`src/rtl/rf_bypass_param_pkg.sv`:
```
// Shared definitions for the parametrised bypassing register file: defaults,
// select-width helper, zero-register index and error-cause encoding.
package rf_bypass_param_pkg;

  localparam int unsigned DefaultWidth = 16;
  localparam int unsigned DefaultNreg  = 8;
  localparam int unsigned ZeroRegIdx   = 0;

  // Smallest select width able to address nreg registers (at least 1 bit).
  function automatic int unsigned sel_width(input int unsigned nreg);
    return (nreg <= 2) ? 1 : $clog2(nreg);
  endfunction

  typedef enum logic [1:0] {
    ErrNone      = 2'd0,
    ErrCollision = 2'd1,
    ErrWrRange   = 2'd2,
    ErrRsvRange  = 2'd3
  } err_cause_e;

endpackage

```
`src/rtl/rf_bypass_rdport.sv`:
```
// Combinational read port: register mux with optional same-cycle write bypass,
// zero-register forcing, out-of-range masking and busy masking.
module rf_bypass_rdport
  import rf_bypass_param_pkg::*;
#(
  parameter int unsigned WIDTH    = DefaultWidth,
  parameter int unsigned NREG     = DefaultNreg,
  parameter int unsigned SEL_W    = sel_width(DefaultNreg),
  parameter int unsigned BYPASS   = 1,
  parameter int unsigned ZERO_REG = 0
) (
  input  logic [SEL_W-1:0] sel_i,
  input  logic [WIDTH-1:0] regs_i [NREG],
  input  logic [NREG-1:0]  busy_i,
  input  logic             wr1_en_i,
  input  logic [SEL_W-1:0] wr1_sel_i,
  input  logic [WIDTH-1:0] wr1_data_i,
  input  logic             wr2_en_i,
  input  logic [SEL_W-1:0] wr2_sel_i,
  input  logic [WIDTH-1:0] wr2_data_i,
  output logic [WIDTH-1:0] data_o,
  output logic             busy_o
);

  localparam int unsigned IdxW = sel_width(NREG);

  logic [IdxW-1:0] idx;
  logic            readable;
  logic            hit1;
  logic            hit2;

  always_comb begin
    idx      = sel_i[IdxW-1:0];
    readable = (32'(sel_i) < NREG) &&
               !((ZERO_REG != 0) && (sel_i == SEL_W'(ZeroRegIdx)));
    hit1     = (BYPASS != 0) && wr1_en_i && (wr1_sel_i == sel_i);
    hit2     = (BYPASS != 0) && wr2_en_i && (wr2_sel_i == sel_i);
    data_o   = '0;
    busy_o   = 1'b0;
    if (readable) begin
      data_o = regs_i[idx];
      busy_o = busy_i[idx];
      // Forwarded data is current, so the pending flag no longer applies.
      if (hit2) begin
        data_o = wr2_data_i;
        busy_o = 1'b0;
      end else if (hit1) begin
        data_o = wr1_data_i;
        busy_o = 1'b0;
      end
    end
  end

endmodule

```
`src/rtl/rf_bypass_param.sv`:
```
// Parametrised two-read/two-write register file with optional write bypass,
// per-register pending scoreboard and sticky error flag.
module rf_bypass_param
  import rf_bypass_param_pkg::*;
#(
  parameter int unsigned WIDTH    = DefaultWidth,
  parameter int unsigned NREG     = DefaultNreg,
  parameter int unsigned SEL_W    = sel_width(DefaultNreg),
  parameter int unsigned BYPASS   = 1,
  parameter int unsigned ZERO_REG = 0
) (
  input  logic             clk,
  input  logic             rst,
  input  logic [SEL_W-1:0] read1regsel,
  input  logic [SEL_W-1:0] read2regsel,
  output logic [WIDTH-1:0] read1data,
  output logic [WIDTH-1:0] read2data,
  output logic             read1busy,
  output logic             read2busy,
  input  logic             write1,
  input  logic [SEL_W-1:0] write1regsel,
  input  logic [WIDTH-1:0] write1data,
  input  logic             write2,
  input  logic [SEL_W-1:0] write2regsel,
  input  logic [WIDTH-1:0] write2data,
  input  logic             rsv,
  input  logic [SEL_W-1:0] rsvregsel,
  output logic             err
);

  logic [WIDTH-1:0] regs_q [NREG];
  logic [WIDTH-1:0] regs_d [NREG];
  logic [NREG-1:0]  busy_q, busy_d;
  logic             err_q, err_d;

  logic w1_oor, w2_oor, rsv_oor;
  logic w1_ok, w2_ok, rsv_ok;
  logic collide;

  always_comb begin
    w1_oor  = write1 && (32'(write1regsel) >= NREG);
    w2_oor  = write2 && (32'(write2regsel) >= NREG);
    rsv_oor = rsv && (32'(rsvregsel) >= NREG);
    // Register 0 accesses are silently dropped when it is hardwired.
    w1_ok   = write1 && !w1_oor &&
              !((ZERO_REG != 0) && (write1regsel == SEL_W'(ZeroRegIdx)));
    w2_ok   = write2 && !w2_oor &&
              !((ZERO_REG != 0) && (write2regsel == SEL_W'(ZeroRegIdx)));
    rsv_ok  = rsv && !rsv_oor &&
              !((ZERO_REG != 0) && (rsvregsel == SEL_W'(ZeroRegIdx)));
    collide = w1_ok && w2_ok && (write1regsel == write2regsel);

    regs_d = regs_q;
    busy_d = busy_q;
    for (int unsigned r = 0; r < NREG; r++) begin
      if (w1_ok && (write1regsel == SEL_W'(r))) begin
        regs_d[r] = write1data;
        busy_d[r] = 1'b0;
      end
      if (w2_ok && (write2regsel == SEL_W'(r))) begin
        regs_d[r] = write2data;
        busy_d[r] = 1'b0;
      end
      // A new reservation outranks a retiring write to the same register.
      if (rsv_ok && (rsvregsel == SEL_W'(r))) begin
        busy_d[r] = 1'b1;
      end
    end
    err_d = err_q | w1_oor | w2_oor | rsv_oor | collide;
  end

  always_ff @(posedge clk or posedge rst) begin
    if (rst) begin
      for (int unsigned r = 0; r < NREG; r++) begin
        regs_q[r] <= '0;
      end
      busy_q <= '0;
      err_q  <= 1'b0;
    end else begin
      regs_q <= regs_d;
      busy_q <= busy_d;
      err_q  <= err_d;
    end
  end

  assign err = err_q;

  rf_bypass_rdport #(
    .WIDTH    (WIDTH),
    .NREG     (NREG),
    .SEL_W    (SEL_W),
    .BYPASS   (BYPASS),
    .ZERO_REG (ZERO_REG)
  ) u_rdport1 (
    .sel_i      (read1regsel),
    .regs_i     (regs_q),
    .busy_i     (busy_q),
    .wr1_en_i   (write1),
    .wr1_sel_i  (write1regsel),
    .wr1_data_i (write1data),
    .wr2_en_i   (write2),
    .wr2_sel_i  (write2regsel),
    .wr2_data_i (write2data),
    .data_o     (read1data),
    .busy_o     (read1busy)
  );

  rf_bypass_rdport #(
    .WIDTH    (WIDTH),
    .NREG     (NREG),
    .SEL_W    (SEL_W),
    .BYPASS   (BYPASS),
    .ZERO_REG (ZERO_REG)
  ) u_rdport2 (
    .sel_i      (read2regsel),
    .regs_i     (regs_q),
    .busy_i     (busy_q),
    .wr1_en_i   (write1),
    .wr1_sel_i  (write1regsel),
    .wr1_data_i (write1data),
    .wr2_en_i   (write2),
    .wr2_sel_i  (write2regsel),
    .wr2_data_i (write2data),
    .data_o     (read2data),
    .busy_o     (read2busy)
  );

endmodule

```
`config.mk`:
```
export PLATFORM = sky130hd
export DESIGN_NAME = rf_bypass_param
export DESIGN_NICKNAME = d
export VERILOG_FILES = /design/src/rtl/rf_bypass_param_pkg.sv /design/src/rtl/rf_bypass_rdport.sv /design/src/rtl/rf_bypass_param.sv
export SDC_FILE = /design/constraint.sdc
export NUM_CORES = 1
export LEC_CHECK = 0
export ABC_AREA = 0
export CAP_MARGIN = 15
export CORE_UTILIZATION = 55
export DETAILED_ROUTE_END_ITERATION = 6
export PLACE_DENSITY_LB_ADDON = 0.25
export SLEW_MARGIN = 40
export SYNTH_ARGS = -nofsm -noshare
export SYNTH_HDL_FRONTEND = slang
export SYNTH_SLANG_ARGS = --single-unit
export TNS_END_PERCENT = 30
```
`constraint.sdc`:
```
create_clock -name clk -period 5 [get_ports clk]
set_input_delay 1 -clock clk [delete_from_list [all_inputs] [get_ports clk]]
set_output_delay 1 -clock clk [all_outputs]
set_load 0.01 [all_outputs]
```
==> load_flow_metrics.sql <==
INSERT INTO impl_metrics (metric_group, metric, value, unit) VALUES
('floorplanning', 'die_y', '134', 'microns'),
('sta', 'timing.setup.tns', '0', 'ps'),
('grt', 'first_pass_grt_wire_length', '41900', 'microns'),
('route', 'vias_per_cell', '6.29', ''),
('logic_synthesis', 'yosys_register_bits', '137', ''),
('sta', 'setup-violations-final', '0', ''),
('logic_synthesis', 'ys_top_cells_by_area', 'sky130_fd_sc_hd__dfrtp_1 (36%), sky130_fd_sc_hd__mux2i_1 (17%), sky130_fd_sc_hd__mux4_2 (12%), sky130_fd_sc_hd__mux4_1 (5.2%), sky130_fd_sc_hd__mux2_2 (4.0%)', ''),
('grt', 'maximum_number_of_pins_on_one_net_before_global_route_repair', '106', ''),
('logic_synthesis', 'synthesis.area', '0.00952', 'sq mm'),
('critical_path', 'end_kind', 'primary output', ''),
('finish', 'diodes', '0', ''),
('grt', 'first_global_vias', '7118', ''),
('power_and_ir_drop', 'switching_share', '29.2', '%'),
('critical_path', 'crit_required', '4000', 'ps'),
('sta', 'max_slew.worst_pin.slew', '842', 'ps'),
('critical_path', 'reg2reg_to', 'regs_q[38]', ''),
('power_and_ir_drop', 'worst_ir_drop_vdd', '0.000314', 'V'),
('sta', 'final_min_period_over_clock_period', '86.6', '%'),
('power_and_ir_drop', 'power.combinational.fraction', '30.0', '%'),
('logic_synthesis', 'postSynth.asyncResetShare', '100', '%'),
('clock_network', 'cts_tree', 'yes', ''),
('critical_path', 'reg2reg_launch_point', 'regs_q[38]', ''),
('clock_network', 'cts_htree_levels', '4', ''),
('critical_path', 'worst_ep_arrival_time', '3330', 'ps'),
('place', 'io_buffers', '86', ''),
('clock_network', 'path_clk_slew', '60', 'ps'),
('critical_path', 'timing.critical_path.fanout_max', '11', ''),
('finish', 'layout-drive-gt1-share', '17.7', '%'),
('sta', 'slew-limit-headroom', '43.6', '%'),
('place', 'gp_routability_congestion', '0.835', ''),
('critical_path', 'worst_case_reg_to_reg_path_depth', '2', ''),
('route', 'first_pass_detailed_route_iteration_total', '4', ''),
('clock_network', 'clkLatencyLatePin', '420', 'ps'),
('critical_path', 'setup.worst_path.class', 'in2out', ''),
('sta', 'hold_violations', '0', ''),
('logic_synthesis', 'synthesis.area_per_instance', '10.6', 'sq um'),
('critical_path', 'setup.worst_path.end', 'read2data[6]', ''),
('floorplanning', 'die_x', '134', 'microns'),
('logic_synthesis', 'syn_nets', '948', ''),
('logic_synthesis', 'synth_common_cells', 'sky130_fd_sc_hd__mux2i_1 (160), sky130_fd_sc_hd__dfrtp_1 (137), sky130_fd_sc_hd__nand2_1 (100)', ''),
('logic_synthesis', 'yosys.area.top_type_share', '36.0', '%'),
('place', 'detailedPlacementHpwl', '16600', 'microns'),
('hold_path', 'type_of_the_tightest_min_delay_check', 'reg2reg', ''),
('clock_network', 'clockRootBuffer', 'sky130_fd_sc_hd__clkbuf_16', ''),
('sta', 'rsz_0062_raised_after_global_routing', 'false', ''),
('clock_network', 'cts.repair_timing.setup_buffer_count', '0', ''),
('sta', 'post-route-min-period', '4330', 'ps'),
('critical_path', 'worstSetupStartpoint', 'write1regsel[0]', ''),
('logic_synthesis', 'synth_seq_area_share', '36.0', '%'),
('clock_network', 'cts_resized', '0', ''),
('clock_network', 'cts_hold_buf', '0', ''),
('logic_synthesis', 'synth_edf_count', '0', ''),
('route', 'route.final.wire_length', '26600', 'microns'),
('clock_network', 'cts_inserted_buffers', '17', ''),
('logic_synthesis', 'synthDominantAreaCellType', 'sky130_fd_sc_hd__dfrtp_1', ''),
('power_and_ir_drop', 'p_seq_share', '38.9', '%'),
('critical_path', 'critPathLaunchType', 'input port', ''),
('logic_synthesis', 'syn-instance-count', '896', ''),
('sta', 'skew', '0', 'ps'),
('finish', 'area_delta_synth_final', '15.7', '%'),
('logic_synthesis', 'synth_cell_types', '31', ''),
('grt', 'gr_usage_total', '31.7', '%'),
('floorplanning', 'placeableCoreArea', '0.0168', 'sq mm'),
('floorplanning', 'top_level_ports', '87', ''),
('floorplanning', 'floorplan.die_area', '0.0178', 'sq mm'),
('power_and_ir_drop', 'power.leakage', '0.00476', 'uW'),
('outcome', 'result_of_the_run', 'complete, no violations', ''),
('floorplanning', 'site_rows', '47', ''),
('clock_network', 'cts.sink_count', '137', ''),
('power_and_ir_drop', 'clock_power_share', '31.1', '%'),
('finish', 'final_nets', '984', '');
## metal layers
| layer | GRT usage [%] | vias to the layer above | share of wire, % | routed length [microns] |
|---|---|---|---|---|
| li1 | - | 3326 | - | - |
| met1 | 43.4 | 3597 | 41 | 11000 |
| met2 | 51.2 | 365 | 49 | 13000 |
| met3 | 5.52 | 42 | 7.6 | 2020 |
| met4 | 11.0 | 0 | 2.0 | 532 |
| met5 | 0 | - | 0 | 0 |
## critical path, stage by stage
cell and delay, ps:
sky130_fd_sc_hd__clkdlybuf4s50_1 750, sky130_fd_sc_hd__xnor2_1 170, sky130_fd_sc_hd__nand4_1 170, sky130_fd_sc_hd__buf_4 260
sky130_fd_sc_hd__mux2i_1 140, sky130_fd_sc_hd__o21ai_0 250, sky130_fd_sc_hd__clkdlybuf4s50_1 580
## worst min-delay path by stage
stage               startpoint         to  slack [ps]  cells past startpoint
finish                     err        err         480                      1
global route               err        err         480                      1
CTS                        err        err         480                      1
detailed placement         err        err         460                      1
global placement           err        err         470                      1
floorplan            busy_q[5]  busy_q[5]         480                      2
## cells by family (layout without fill, tap and decap cells)
family,count (synthesis),after routing,share of synthesized area (%)
muxes,262,262,37.7
and+or+nand+nor,198,198,8.99
AOI/OAI and AO/OA,169,169,9.10
DFF,137,137,36.0
buffers and inverters,115,164,6.81
xor gates and xnor gates,15,15,1.38
## through the flow
step / total power (uW) / std cells / utilization, % / instance area, sq um / setup WS, ps
floorplan: 2320 / 896 / - / 9520 / 332
global placement: 2700 / 1129 / 62.0 / 10400 / 664
detailed placement: 2740 / 1132 / 62.2 / 10400 / 695
CTS: 3980 / 1164 / 65.6 / 11000 / 680
global route: 4170 / 1165 / 65.7 / 11000 / 559
finish: 3980 / 1165 / 65.7 / 11000 / 670
## power by group through the flow
stage	clock, uW	combinational (uW)	sequential, uW
CTS	1250	1200	1540
global placement	0	1160	1540
floorplan	0	838	1490
global route	1300	1300	1580
finish	1240	1190	1550
detailed placement	0	1190	1550
## layout make-up
cell class / instances / area [sq um]
fill: 1331 / 5750
inverter: 3 / 18.8
multi-input combinational: 644 / 5480
tap: 220 / 275
clock inverter: 8 / 93.8
timing repair buffer: 129 / 1230
clock buffer: 24 / 482
sequential: 137 / 3430
## state kept, by name (all words and copies together) (netlist names)
signal	count
regs_q	128
busy_q	8
err	1
## placed cells by master, fill, tap and decap left out, drive strengths merged
cell type,synthesis,routed
xor2,2,2
mux2i,160,160
dfrtp,137,137
nand4,4,4
nor2,65,65
inv,3,3
a41o,1,1
nand4b,6,6
clkdlybuf4s50,0,82
bufinv,0,2
and3b,2,2
xnor2,13,13
nor3b,4,4
clkinv,0,6
a21oi,64,64
nor3,4,4
and4,2,2
o21ai,100,100
clkbuf,47,24
o32ai,4,4
mux2,34,34
nand2b,7,7
mux4,68,68
nand3,4,4
nand2,100,100
buf,65,47
No activity file was read; power rests on OpenSTA's default activity.
